`src/rtl/cla_add_sequencer.sv`:
```
// cla_add_sequencer
//   Nibble-serial add/subtract engine. Two requesters share one 4-bit
//   carry-look-ahead adder. An accepted operation is walked through the CLA
//   one nibble per cycle, with the inter-nibble carry held in a register.
//   The result (sum, carry-out, signed overflow) is returned on a
//   valid/ready response handshake.
//
// Ports
//   clk, rst                 rising-edge clock, synchronous active-high reset
//   reqN_valid/a/b/sub       requester N operation (sub=1: a-b)
//   reqN_ready               combinational accept strobe (IDLE only)
//   rsp_valid/id/sum/cout/ovf registered result, held until rsp_ready
//   rsp_ready                consumer takes the result
//   busy                     engine not idle (registered)

// 4-bit carry-look-ahead adder: all carries from generate/propagate terms.
module carry_look_ahead_4bit (
   input  logic [3:0] a,
   input  logic [3:0] b,
   input  logic       cin,
   output logic [3:0] sum,
   output logic       cout
);
   logic [3:0] p, g;
   logic [4:0] c;

   assign p    = a ^ b;
   assign g    = a & b;
   assign c[0] = cin;
   assign c[1] = g[0] | (p[0] & cin);
   assign c[2] = g[1] | (p[1] & g[0]) | (p[1] & p[0] & cin);
   assign c[3] = g[2] | (p[2] & g[1]) | (p[2] & p[1] & g[0])
               | (p[2] & p[1] & p[0] & cin);
   assign c[4] = g[3] | (p[3] & g[2]) | (p[3] & p[2] & g[1])
               | (p[3] & p[2] & p[1] & g[0]) | (p[3] & p[2] & p[1] & p[0] & cin);
   assign sum  = p ^ c[3:0];
   assign cout = c[4];
endmodule

module cla_add_sequencer #(
   parameter int NIBBLES = 4
) (
   input  logic                   clk,
   input  logic                   rst,
   input  logic                   req0_valid,
   input  logic [4*NIBBLES-1:0]   req0_a,
   input  logic [4*NIBBLES-1:0]   req0_b,
   input  logic                   req0_sub,
   output logic                   req0_ready,
   input  logic                   req1_valid,
   input  logic [4*NIBBLES-1:0]   req1_a,
   input  logic [4*NIBBLES-1:0]   req1_b,
   input  logic                   req1_sub,
   output logic                   req1_ready,
   output logic                   rsp_valid,
   output logic                   rsp_id,
   output logic [4*NIBBLES-1:0]   rsp_sum,
   output logic                   rsp_cout,
   output logic                   rsp_ovf,
   input  logic                   rsp_ready,
   output logic                   busy
);
   localparam int W  = 4 * NIBBLES;
   localparam int IW = (NIBBLES > 1) ? $clog2(NIBBLES) : 1;
   localparam logic [IW-1:0] LAST = IW'(NIBBLES - 1);

   localparam logic [1:0] IDLE = 2'd0;
   localparam logic [1:0] RUN  = 2'd1;
   localparam logic [1:0] DONE = 2'd2;

   logic [1:0]              state;
   logic                    last_grant;
   logic                    id;
   logic                    carry;
   logic [IW-1:0]           idx;
   logic [NIBBLES-1:0][3:0] op_a, op_b, res, res_nxt;

   // Arbitration: a lone requester wins; on a tie the one not served last.
   logic any_valid, grant;
   assign any_valid  = req0_valid | req1_valid;
   assign grant      = (req0_valid & req1_valid) ? ~last_grant : req1_valid;
   assign req0_ready = (state == IDLE) & any_valid & ~grant;
   assign req1_ready = (state == IDLE) & any_valid &  grant;

   logic [W-1:0] sel_a, sel_b;
   logic         sel_sub;
   assign sel_a   = grant ? req1_a   : req0_a;
   assign sel_b   = grant ? req1_b   : req0_b;
   assign sel_sub = grant ? req1_sub : req0_sub;

   // Single shared CLA, fed the current nibble.
   logic [3:0] cla_s;
   logic       cla_co;
   carry_look_ahead_4bit u_cla (
      .a    (op_a[idx]),
      .b    (op_b[idx]),
      .cin  (carry),
      .sum  (cla_s),
      .cout (cla_co)
   );

   always_comb begin
      res_nxt      = res;
      res_nxt[idx] = cla_s;
   end

   // Subtraction is a + ~b + 1: b is inverted at accept and carry seeded
   // with 1, so overflow uses the inverted b's sign bit.
   logic ovf_nxt;
   assign ovf_nxt = (op_a[NIBBLES-1][3] == op_b[NIBBLES-1][3])
                  & (cla_s[3] != op_a[NIBBLES-1][3]);

   always_ff @(posedge clk) begin
      if (rst) begin
         state      <= IDLE;
         last_grant <= 1'b1;
         id         <= 1'b0;
         carry      <= 1'b0;
         idx        <= '0;
         op_a       <= '0;
         op_b       <= '0;
         res        <= '0;
         rsp_valid  <= 1'b0;
         rsp_id     <= 1'b0;
         rsp_sum    <= '0;
         rsp_cout   <= 1'b0;
         rsp_ovf    <= 1'b0;
         busy       <= 1'b0;
      end else begin
         case (state)
            IDLE: begin
               if (any_valid) begin
                  op_a       <= sel_a;
                  op_b       <= sel_sub ? ~sel_b : sel_b;
                  carry      <= sel_sub;
                  id         <= grant;
                  last_grant <= grant;
                  idx        <= '0;
                  state      <= RUN;
                  busy       <= 1'b1;
               end
            end
            RUN: begin
               res   <= res_nxt;
               carry <= cla_co;
               if (idx == LAST) begin
                  idx       <= '0;
                  state     <= DONE;
                  rsp_valid <= 1'b1;
                  rsp_id    <= id;
                  rsp_sum   <= res_nxt;
                  rsp_cout  <= cla_co;
                  rsp_ovf   <= ovf_nxt;
               end else begin
                  idx <= idx + 1'b1;
               end
            end
            DONE: begin
               if (rsp_ready) begin
                  rsp_valid <= 1'b0;
                  state     <= IDLE;
                  busy      <= 1'b0;
               end
            end
            default: begin
               state <= IDLE;
               busy  <= 1'b0;
            end
         endcase
      end
   end
endmodule

```
`config.mk`:
```
export PLATFORM = sky130hd
export DESIGN_NAME = cla_add_sequencer
export DESIGN_NICKNAME = d
export VERILOG_FILES = /design/src/rtl/cla_add_sequencer.sv
export SDC_FILE = /design/constraint.sdc
export NUM_CORES = 1
export LEC_CHECK = 0
export ABC_AREA = 0
export CAP_MARGIN = 20
export CORE_ASPECT_RATIO = 1.25
export CORE_MARGIN = 3
export CORE_UTILIZATION = 43
export DETAILED_ROUTE_END_ITERATION = 12
export MAX_ROUTING_LAYER = met4
export PLACE_DENSITY_LB_ADDON = 0.05
export SLEW_MARGIN = 40
export SYNTH_ARGS = -nofsm -noshare
export SYNTH_HDL_FRONTEND = slang
export SYNTH_SLANG_ARGS = --single-unit
```
`constraint.sdc`:
```
create_clock -name clk -period 6.3 [get_ports clk]
set_input_delay 0.945 -clock clk [delete_from_list [all_inputs] [get_ports clk]]
set_output_delay 0.945 -clock clk [all_outputs]
set_load 0.02 [all_outputs]
```
* Word-level counts from Yosys, hierarchy flattened *
Cells that the tools add are included.

cells by class
  $add $sub $neg = 1
  $lt $le $gt $ge = 2
  equality and inequality tests = 8
  muxes and demuxes = 26
  bitwise gates (word level) = 39
  reductions and logical operators = 10

operators with widths
  kind                   count
  $mux W16               3
  $and A1 B1 Y1          21
  $bmux W4 S2            2
  $bwmux W16             1
  $not A16 Y16           1
  $mux W4                3
  $or A1 B1 Y1           11
  $mux W2                5
  $reduce_and A3 Y1      3
  $demux W4 S2           1
  $xor A4 B4 Y4          2
  $mux W1                6
  $ne A2 B2 Y1 const B   3
  $pmux W2 S3            1
  $reduce_and A2 Y1      3
  $and A4 B4 Y4          1
  $eq A2 B2 Y1 const B   2
  $pmux W1 S2            2
  $pmux W2 S2            1
  $reduce_bool A2 Y1     2
  $lt A2 B3 Y1 const B   1
  $not A1 Y1             3
  $pmux W1 S3            1
  $add A2 B1 Y2 const B  1
  6 further kinds        6

word-level totals
  register bits after elaboration = 76
  bits of input ports = 71
  output and inout bits = 23
  logic and storage cells = 109

* Depth between registers and ports, before layout *
Gate-level depths: netlist of run 1.

  word-level depth = 10
  mapped depth = 8
  depth with buffers taken out = 6

* Cells and area by module *
Synthesis of run 1 repeated with hierarchy kept, for this count alone.

unflattened totals
  cell total of the unflattened synthesis = 411
  area, all modules = 4028.9 µm²

modules (own cells, without submodules)
  module                 times used  cells each  area each (µm²)  sequential area each (µm²)
  cla_add_sequencer      1           394         3881.2           1501.4
  carry_look_ahead_4bit  1           17          147.6            0.0

* Least setup slack after synthesis of run 1 *
Ideal clock, no wire load.

  path kind = input port to output port
  start point = in req1_valid
  end point = out req1_ready
  arrival = 1937 ps
  setup slack = 3418 ps
  stages = 6
  path buffers = 3
  cells stage by stage = a21boi_2 buf_6 buf_2 buf_6 nand2_1 inv_1

between the ends
  longest elaborated chain between the ends = 3
  elaborated cells on any way between the ends = 5
  those cells by class = mux (1); bitwise (4)

RTL lines
  what                                                  line    RTL
  from (decl)                                           50      input logic req1_valid,
  $or A1 B1 Y1 / $and A1 B1 Y1 (equally long branches)  80, 81
  $and A1 B1 Y1 / $mux W1 (equally long branches)       83, 81
  $and A1 B1 Y1 *                                       83      assign req1_ready = (state == IDLE) & any_valid & grant;
  to (decl)                                             54      output logic req1_ready,

Every way passes the cells marked *; elsewhere a longest branch is shown, timed or not.

* Final worst setup path of run 1 *
  start point = in req0_valid
  end point = out req1_ready

between the ends
  longest elaborated chain between the ends = 3
  elaborated cells on any way between the ends = 5
  those cells by class = mux (1); bitwise (4)

RTL lines
  what                                                  line    RTL
  from (decl)                                           45      input logic req0_valid,
  $or A1 B1 Y1 / $and A1 B1 Y1 (equally long branches)  80, 81
  $and A1 B1 Y1 / $mux W1 (equally long branches)       83, 81
  $and A1 B1 Y1 *                                       83

Marks and branches as above.

==> flow_summary.json, run 1 <==
{
  "proportion_of_netlist_area_held_by_the_largest_area_contributor_pct": 39.57,
  "final_layout_size_suffix_gt1_share_pct": 7.098,
  "wire_length_of_the_first_global_routing_pass_mm": 13.03,
  "cts-htree-levels": 3,
  "synthFlopType": "sky130_fd_sc_hd__dfxtp_1",
  "cp_common_cell": "sky130_fd_sc_hd__clkdlybuf4s50_1",
  "multi_input_comb_area_mm2": 0.002008,
  "seq_power_share_pct": 43.4,
  "worstPathCellList": "clkdlybuf4s50_1, o21bai_1, nor2_4, buf_4, nand2_1, inv_1, clkdlybuf4s50_1",
  "internal_power_w": 0.0008442,
  "pwr-share-clk_pct": 34.0,
  "tritoncts_clock_tree": "done",
  "netSwitchingPower_w": 0.0003341,
  "route.antenna.remaining_nets": 0,
  "vias_in_the_first_global_route": 2858,
  "filler_instances": 738,
  "p_sw_share_pct": 28.35,
  "leakagePower_nw": 1.702,
  "design.die.area_mm2": 0.009618,
  "netlist_area_mm2": 0.003642,
  "route.detailed.drc": 0,
  "r2r_start": "idx[0]",
  "floorplan.io_pins": 94,
  "final.setup_skew_ps": 12.38,
  "clock-root-buffer": "sky130_fd_sc_hd__clkbuf_8",
  "antenna_found_initial": 0,
  "hold_path_startpoint": "rsp_sum[14]",
  "design.core.area_mm2": 0.008018,
  "slew_margin_rel_pct": 47.79,
  "layout.nets": 554,
  "synthTopCellsByArea": "sky130_fd_sc_hd__dfxtp_1, sky130_fd_sc_hd__mux2i_1, sky130_fd_sc_hd__a211oi_1",
  "crit-reg2reg-capture": "rsp_ovf",
  "worst-setup-path-type": "primary input to output pin",
  "slew_violations": 0,
  "crit_fanout": 66,
  "routed_wire_length_per_instance_um": 13.72,
  "clock.fmax_ghz": 0.2463,
  "groute.usage.overall_pct": 17.84,
  "sequential_cell_area_mm2": 0.001441,
  "hpwl_after_dpl_mm": 5.727,
  "worstRegToRegCells": 6,
  "hold-worst-slack_ps": 454.8,
  "finalSetupViolations": 0,
  "holdCritPathClass": "flip-flop to flip-flop",
  "worst-endpoint-required_ps": 5350,
  "place.port_buffers": 93,
  "numPlacedInstances": 558,
  "critPathCaptureType": "output pin",
  "hold_viol_final": 0,
  "antennaDiodeCount": 0,
  "synth_warnings": 0,
  "grt_remaining_overflow": 0,
  "power-per-cell-area_mw_per_mm2": 247.1,
  "std_cell_rows": 36,
  "avgSynthCellArea_um2": 9.060,
  "yosysUniqueCellTypes": 39,
  "clk_transition_reported_paths_ps": 70,
  "critPathLaunchType": "primary input",
  "cpPeakStageDelay_ps": 600,
  "chipHeight_um": 108.9,
  "grt_start_max_net_pins": 73,
  "cp_data_arrival_time_ps": 3110,
  "maxCapViolCount": 0,
  "routed_via_density": 5.310,
  "tritoncts_num_sinks": 72,
  "yosys_register_bits": 72,
  "synth-edff-count": 0,
  "post_cts_hold_buffer_count": 0,
  "syn_inst_count": 402,
  "synth_seq_area_share_pct": 39.57,
  "initialDrtViolationCount": 88,
  "fin_setup_tns_ps": 0,
  "syn-num-nets": 482,
  "pwr-share-comb_pct": 22.6,
  "status": "completed",
  "clock_path_buffers": 2,
  "post_cts.repair.setup_buffers": 0,
  "postSynth.asyncResetShare_pct": 0,
  "routed_wirelength_mm": 7.877,
  "hold_path_depth": 2,
  "final_cell_mix": "sky130_fd_sc_hd__clkdlybuf4s50_1, sky130_fd_sc_hd__dfxtp_1, sky130_fd_sc_hd__nor2_1",
  "post_cts.resized_instances": 0,
  "fin_crit_sh_pct": 64.44,
  "fin_crit_ps": 4059,
  "detail_route.first_pass.iterations": 4,
  "finalWeightedCongestion": 0.7868,
  "die_x_um": 88.32,
  "final_common_cell": "sky130_fd_sc_hd__clkdlybuf4s50_1",
  "number_of_standard_cells_in_the_final_layout_excluding_fillers": 574,
  "start_util_pct": 45.43,
  "synth.largest_area_cell": "sky130_fd_sc_hd__dfxtp_1",
  "numCtsBuffers": 9,
  "grt_setup_unrepaired": "no",
  "hold_end": "rsp_sum[14]",
  "critPathSlowestCell": "sky130_fd_sc_hd__clkdlybuf4s50_1",
  "slew_at_the_pin_closest_to_its_max_slew_limit_ps": 766.8,
  "area_growth_syn_to_layout_pct": 30.95,
  "worst-r2r-setup-slack_ps": 3260,
  "ir_drop_mv": 0.1045,
  "route.vias.total": 3048,
  "clock_insertion_delay_worst_skew_ps": 350
}
[cell usage after synthesis (9+ instances only)]
master                     number
sky130_fd_sc_hd__a211oi_1      39
sky130_fd_sc_hd__xnor2_1       17
sky130_fd_sc_hd__dfxtp_1       72
sky130_fd_sc_hd__mux2i_1       35
sky130_fd_sc_hd__buf_2         10
sky130_fd_sc_hd__nor2_1        55
sky130_fd_sc_hd__a21oi_1       26
sky130_fd_sc_hd__nand2_1       37
sky130_fd_sc_hd__clkbuf_1      17
sky130_fd_sc_hd__inv_1          9
[area by class of cell]
| class | instances | share of cell area [%] |
|---|---|---|
| Clock buffer | 9 | 2.597 |
| Clock inverter | 7 | 1.994 |
| Inverter | 9 | 0.7083 |
| Multi-Input combinational cell | 286 | 42.10 |
| Sequential cell | 72 | 30.22 |
| Tap cell | 95 | 2.492 |
| Timing Repair Buffer | 96 | 19.88 |
[registers in the layout (all words and copies together) (netlist names)]
signal / flops
last_grant: 1
op_a: 16
idx: 2
rsp_sum: 16
id: 1
res: 12
rsp_cout: 1
state: 2
op_b: 16
rsp_ovf: 1
carry: 1
rsp_id: 1
rsp_valid: 1
busy: 1
[kinds of logic (layout without fill, tap and decap cells)]
kind of cell | Yosys count | count (layout) | synth area share [%]
xor+xnor | 17 | 17 | 4.088
buf+inv | 44 | 121 | 5.737
simple gates | 127 | 127 | 15.25
compound gates | 89 | 89 | 16.87
fa+ha+maj | 9 | 9 | 3.298
mux | 44 | 44 | 15.18
flops | 72 | 72 | 39.57
[how the worst max path moves through the flow]
stage / start / to / slack (ps)
after global routing: req0_valid / req1_ready / 2090
after detailed placement: req0_valid / req1_ready / 2230
after global placement: req0_valid / req1_ready / 2280
final: req0_valid / req1_ready / 2240
after floorplan: req1_valid / req1_ready / 3420
after CTS: req0_valid / req1_ready / 2230
[power by group through the flow]
| stage | Sequential, W | Clock [W] | Combinational (W) |
|---|---|---|---|
| after floorplan | 0.000513 | 0 | 0.000191 |
| after global placement | 0.000522 | 0 | 0.000264 |
| after detailed placement | 0.000523 | 0 | 0.000269 |
| after CTS | 0.000512 | 0.000414 | 0.000270 |
| after global routing | 0.000517 | 0.000428 | 0.000297 |
| final | 0.000512 | 0.000401 | 0.000266 |
[layer usage]
layer | GRT usage (%) | up-vias | share of wire, %
met5 | - | - | 0
met3 | 4.157 | 11 | 4.3
li1 | - | 1575 | -
met1 | 20.69 | 1382 | 42
met2 | 29.41 | 80 | 52
met4 | 7.451 | 0 | 1.6
[through the flow]
| step | worst slack [ps] | power (W) | area (um2) | utilization, % |
|---|---|---|---|---|
| after floorplan | 3418 | 0.0007042 | 3642 | - |
| final | 2241 | 0.001178 | 4770 | 59.49 |
| after CTS | 2231 | 0.001196 | 4770 | 59.49 |
| after global placement | 2275 | 0.0007862 | 4549 | 56.74 |
| after detailed placement | 2229 | 0.0007918 | 4551 | 56.76 |
| after global routing | 2086 | 0.001242 | 4770 | 59.49 |
[worst max-delay path, delay by kind of cell]
| family | cells | cell delay, ps |
|---|---|---|
| buffers and inverters | 4 | 1710 |
| AND/OR/NAND/NOR | 2 | 280 |
| AO/OA/AOI/OAI | 1 | 170 |
No activity file was read; power rests on OpenSTA's default activity.
==> inputs of run 2 (changes only) <==
==> constraint.sdc (replaced) <==
create_clock -name clk -period 4.15 [get_ports clk]
set_input_delay 0.6225 -clock clk [delete_from_list [all_inputs] [get_ports clk]]
set_output_delay 0.6225 -clock clk [all_outputs]
set_load 0.02 [all_outputs]
==> flow_summary.json, run 2 (synthesized netlist as in run 1, its figures left out) <==
{
  "seq_power_share_pct": 42.7,
  "route.vias.total": 3042,
  "final_common_cell": "sky130_fd_sc_hd__clkdlybuf4s50_1",
  "pwr-share-clk_pct": 34.7,
  "routed_via_density": 5.290,
  "routed_wirelength_mm": 8.182,
  "cp_common_cell": "sky130_fd_sc_hd__clkdlybuf4s50_1",
  "netSwitchingPower_w": 0.0005045,
  "route.antenna.remaining_nets": 0,
  "critical-path-top-delay-family": "buffers and inverters",
  "initialDrtViolationCount": 126,
  "internal_power_w": 0.001314,
  "std_cell_rows": 36,
  "tritoncts_num_sinks": 72,
  "fin_area_mm2": 0.004788,
  "multi_input_comb_area_mm2": 0.002008,
  "groute.usage.overall_pct": 18.60,
  "final_layout_size_suffix_gt1_share_pct": 7.292,
  "floorplan.io_pins": 94,
  "placed_cell_area_mm2": 0.004558,
  "worstPathCellList": "clkdlybuf4s50_1, o21bai_1, or2_2, nor2_1, clkdlybuf4s50_1",
  "layout.nets": 555,
  "chipHeight_um": 108.9,
  "start_util_pct": 45.43,
  "design.core.area_mm2": 0.008018,
  "cts-htree-levels": 3,
  "fin_setup_tns_ps": 0,
  "clock.fmax_ghz": 0.3302,
  "clock-root-buffer": "sky130_fd_sc_hd__clkbuf_8",
  "finalSetupViolations": 0,
  "clock_path_buffers": 2,
  "grt_setup_unrepaired": "no",
  "vias_in_the_first_global_route": 2971,
  "clock_insertion_delay_worst_skew_ps": 350,
  "critPathSlowestCell": "sky130_fd_sc_hd__clkdlybuf4s50_1",
  "routed_wire_length_per_instance_um": 14.23,
  "p_sw_share_pct": 27.75,
  "filler_instances": 735,
  "post_cts_hold_buffer_count": 0,
  "grt_start_max_net_pins": 66,
  "crit_fanout": 6,
  "critPathLaunchType": "primary input",
  "slew_margin_rel_pct": 47.11,
  "hpwl_after_dpl_mm": 6.049,
  "fin_crit_ps": 3029,
  "worst-setup-path-type": "primary input to output pin",
  "grt_remaining_overflow": 0,
  "route.detailed.drc": 0,
  "sequential_cell_area_mm2": 0.001441,
  "antennaDiodeCount": 0,
  "cp_data_arrival_time_ps": 2410,
  "maxCapViolCount": 0,
  "status": "completed",
  "wire_length_of_the_first_global_routing_pass_mm": 13.67,
  "final.setup_skew_ps": 12.84,
  "area_growth_syn_to_layout_pct": 31.47,
  "holdCritPathClass": "flip-flop to flip-flop",
  "cp_num_buf_inv": 2,
  "fin_crit_sh_pct": 72.98,
  "die_x_um": 88.32,
  "slew_violations": 0,
  "finalWeightedCongestion": 0.8112,
  "leakagePower_nw": 1.717,
  "power-per-cell-area_mw_per_mm2": 379.7,
  "slew_at_the_pin_closest_to_its_max_slew_limit_ps": 776.8,
  "post_cts.repair.setup_buffers": 0,
  "antenna_found_initial": 0,
  "numCtsBuffers": 9,
  "place.port_buffers": 93,
  "post_cts.resized_instances": 0,
  "tritoncts_clock_tree": "done",
  "clk_transition_reported_paths_ps": 70,
  "hold_viol_final": 0,
  "detail_route.first_pass.iterations": 4,
  "cpPeakStageDelay_ps": 610,
  "design.die.area_mm2": 0.009618,
  "largestRegisters": "op_a x16, op_b x16, rsp_sum x16",
  "pwr-share-comb_pct": 22.6,
  "worst-endpoint-required_ps": 3530,
  "final_cell_mix": "sky130_fd_sc_hd__clkdlybuf4s50_1, sky130_fd_sc_hd__dfxtp_1, sky130_fd_sc_hd__nor2_1",
  "critPathCaptureType": "output pin",
  "ir_drop_mv": 0.1729
}
run 2: cell types whose count changed in the layout (fill, tap and decap cells not counted), sizes merged:
cell / before / now
clkinvlp: 1 / 0
buf: 4 / 5
inv: 10 / 9
clkbuf: 9 / 11
run 2: final timing paths:
| kind | startpoint | end | slack (ps) | depth (start not counted) |
|---|---|---|---|---|
| worst max-delay path | req0_valid | req0_ready | 1120 | 5 |
| worst min-delay path | rsp_sum[13] | rsp_sum[13] | 450 | 2 |
| worst max register to register | idx[0] | rsp_cout | 1390 | 6 |
| worst min register to register | rsp_sum[13] | rsp_sum[13] | 450 | 2 |
run 2: area by class of cell:
cell class	instances	share of cell area [%]
timing repair buffer	97	19.96
clock inverter	5	1.646
inverter	9	0.7055
clock buffer	11	3.162
multi-input combinational	286	41.94
tap	95	2.482
sequential	72	30.10
run 2: stage by stage:
step / worst slack (ps) / std cells / utilization [%] / hold WS (ps) / power (W)
final: 1121 / 575 / 59.72 / 453.2 / 0.001818
after global placement: 1139 / 559 / 56.84 / 441.6 / 0.001198
after CTS: 1104 / 575 / 59.72 / 455.5 / 0.001832
after detailed placement: 1109 / 559 / 56.85 / 445.3 / 0.001207
after floorplan: 1467 / 402 / - / 432.1 / 0.001069
after global routing: 1036 / 575 / 59.72 / 482.2 / 0.001910
run 2: power groups by stage:
stage               sequential [W]  clock (W)  combinational (W)
detailed placement        0.000794          0           0.000413
CTS                       0.000778   0.000640           0.000413
finish                    0.000777   0.000631           0.000410
global route              0.000784   0.000669           0.000457
floorplan                 0.000779          0           0.000290
global placement          0.000793          0           0.000405
run 2: per-layer routing:
metal / vias up / share of wire, % / global-route usage (%) / wire length, um
met5: - / 0 / - / 0
met2: 85 / 52 / 31.02 / 4254
met3: 10 / 4.4 / 3.401 / 358
met4: 0 / 1.4 / 7.559 / 114
li1: 1585 / - / - / -
met1: 1362 / 42 / 21.94 / 3455
run 2: worst reg2reg max path, stage by stage (launching register included):
cell,delay (ps)
sky130_fd_sc_hd__dfxtp_1,580
sky130_fd_sc_hd__buf_4,260
sky130_fd_sc_hd__mux4_2,510
sky130_fd_sc_hd__ha_1,350
sky130_fd_sc_hd__nand4b_1,430
sky130_fd_sc_hd__and3_1,350
sky130_fd_sc_hd__a211oi_1,210
==> inputs of run 3 (changes only) <==
==> constraint.sdc (replaced) <==
create_clock -name clk -period 2.52 [get_ports clk]
set_input_delay 0.378 -clock clk [delete_from_list [all_inputs] [get_ports clk]]
set_output_delay 0.378 -clock clk [all_outputs]
set_load 0.02 [all_outputs]
==> flow_summary.json, run 3 (synthesized netlist as in run 1, its figures left out) <==
{
  "status": "completed",
  "slew_violations": 0,
  "fin_setup_tns_ps": 0,
  "hold_path_depth": 2,
  "clk_transition_reported_paths_ps": 70,
  "final_cell_mix": "sky130_fd_sc_hd__clkdlybuf4s50_1, sky130_fd_sc_hd__dfxtp_1, sky130_fd_sc_hd__nor2_1",
  "grt_remaining_overflow": 0,
  "r2r_start": "idx[0]",
  "hpwl_after_dpl_mm": 6.063,
  "finalSetupViolations": 0,
  "antennaDiodeCount": 0,
  "pwr-share-clk_pct": 35.5,
  "fin_crit_sh_pct": 95.03,
  "post-place-ws_ps": 118.4,
  "sequential_cell_area_mm2": 0.001445,
  "vias_in_the_first_global_route": 2841,
  "worstRegToRegCells": 6,
  "worst-r2r-setup-slack_ps": 180,
  "critPathCaptureType": "output pin",
  "route.detailed.drc": 0,
  "grt_start_max_net_pins": 66,
  "std_cell_rows": 36,
  "design.core.area_mm2": 0.008018,
  "final.setup_skew_ps": 11.48,
  "slew_margin_rel_pct": 56.38,
  "cts-htree-levels": 3,
  "clock_path_buffers": 2,
  "cp-startpoint": "req0_valid",
  "hold-worst-slack_ps": 454.7,
  "wire_length_of_the_first_global_routing_pass_mm": 13.16,
  "place.port_buffers": 93,
  "hold_path_startpoint": "rsp_sum[14]",
  "hold_end": "rsp_sum[14]",
  "initialDrtViolationCount": 103,
  "grt_setup_unrepaired": "no",
  "leakagePower_nw": 1.788,
  "clock_insertion_delay_worst_skew_ps": 350,
  "routed_wire_length_per_instance_um": 13.76,
  "critPathLaunchType": "primary input",
  "number_of_standard_cells_in_the_final_layout_excluding_fillers": 586,
  "cp_data_arrival_time_ps": 2020,
  "worst-endpoint-required_ps": 2140,
  "routed_wirelength_mm": 8.066,
  "die_x_um": 88.32,
  "clock.fmax_ghz": 0.4176,
  "hold_viol_final": 0,
  "internal_power_w": 0.002284,
  "finalWeightedCongestion": 0.9117,
  "tritoncts_num_sinks": 72,
  "slew_at_the_pin_closest_to_its_max_slew_limit_ps": 654.3,
  "start_util_pct": 45.43,
  "p_sw_share_pct": 26.57,
  "groute.usage.overall_pct": 17.82,
  "clock-root-buffer": "sky130_fd_sc_hd__clkbuf_8",
  "seq_power_share_pct": 41.2,
  "fin_area_mm2": 0.004941,
  "netSwitchingPower_w": 0.0008268,
  "holdCritPathClass": "flip-flop to flip-flop",
  "numCtsBuffers": 9,
  "design.die.area_mm2": 0.009618,
  "placed_cell_area_mm2": 0.004691,
  "final_common_cell": "sky130_fd_sc_hd__clkdlybuf4s50_1",
  "worst-setup-path-type": "primary input to output pin",
  "fin_crit_ps": 2395,
  "multi_input_comb_area_mm2": 0.002022,
  "ir_drop_mv": 0.3242,
  "crit-reg2reg-capture": "rsp_ovf",
  "tritoncts_clock_tree": "done",
  "detail_route.first_pass.iterations": 4,
  "maxCapViolCount": 0,
  "final_layout_size_suffix_gt1_share_pct": 9.572,
  "numPlacedInstances": 570,
  "crit_fanout": 2,
  "post_cts.repair.setup_buffers": 0,
  "chipHeight_um": 108.9,
  "filler_instances": 758,
  "smallest_setup_slack_after_layout_ps": 125.3,
  "route.vias.total": 3072,
  "floorplan.io_pins": 94,
  "largestRegisters": "op_a x16, op_b x16, rsp_sum x16",
  "route.antenna.remaining_nets": 0,
  "area_growth_syn_to_layout_pct": 35.66,
  "pwr-share-comb_pct": 23.3,
  "routed_via_density": 5.242,
  "power-per-cell-area_mw_per_mm2": 629.7,
  "antenna_found_initial": 0,
  "layout.nets": 566
}
## run 3: cell types whose count changed in the layout (fill, tap and decap cells not counted), sizes merged
cell	before	now
buf	5	16
clkinv	3	2
bufinv	2	3
## run 3: cell type report
type                            instances  share of cell area (%)
Tap cell                               95                   2.406
Clock buffer                           11                   2.861
Inverter                                9                  0.6837
Clock inverter                          5                   2.102
Timing Repair Buffer                  108                   21.78
Sequential cell                        72                   29.25
Multi-Input combinational cell        286                   40.92
## run 3: critical path: stages
cell and delay [ps]:
sky130_fd_sc_hd__clkdlybuf4s50_1 540, sky130_fd_sc_hd__o21bai_1 90, sky130_fd_sc_hd__or2_2 290, sky130_fd_sc_hd__nor2_1 110, sky130_fd_sc_hd__clkdlybuf4s50_1 610
## run 3: through the flow
step / utilization [%] / total power [W]
final: 61.63 / 0.003111
after global routing: 61.63 / 0.003270
after CTS: 61.56 / 0.003137
after detailed placement: 58.50 / 0.002039
after global placement: 58.50 / 0.002025
after floorplan: - / 0.001768
## run 3: worst max path at each step
stage,depth (start not counted),endpoint,slack [ps]
floorplan,8,rsp_ovf,40
global placement,6,rsp_ovf,150
detailed placement,5,req0_ready,120
CTS,6,rsp_ovf,110
global route,6,rsp_ovf,20
finish,5,req0_ready,130
## run 3: per-layer routing
layer | routed length, um | part of all wire, % | GRT usage [%]
met1 | 3449 | 43 | 20.65
met2 | 4093 | 51 | 29.84
met3 | 322 | 4.0 | 3.023
met4 | 200 | 2.5 | 8.207
met5 | 0 | 0 | -
## run 3: power by group through the flow
stage	Clock (W)	Combinational [W]	Sequential, W
after floorplan	0	0.000484	0.00128
after global placement	0	0.000716	0.00131
after detailed placement	0	0.000729	0.00131
after CTS	0.00112	0.000731	0.00128
after global routing	0.00117	0.000804	0.00129
final	0.00110	0.000725	0.00128
## run 3: repair_timing
| item | CTS | global route |
|---|---|---|
| resized for setup | 0 | 2 |
| hold buffers | 0 | 0 |
| setup endpoints to repair | 0 | 4 |
| endpoints found under the hold margin | 0 | 0 |
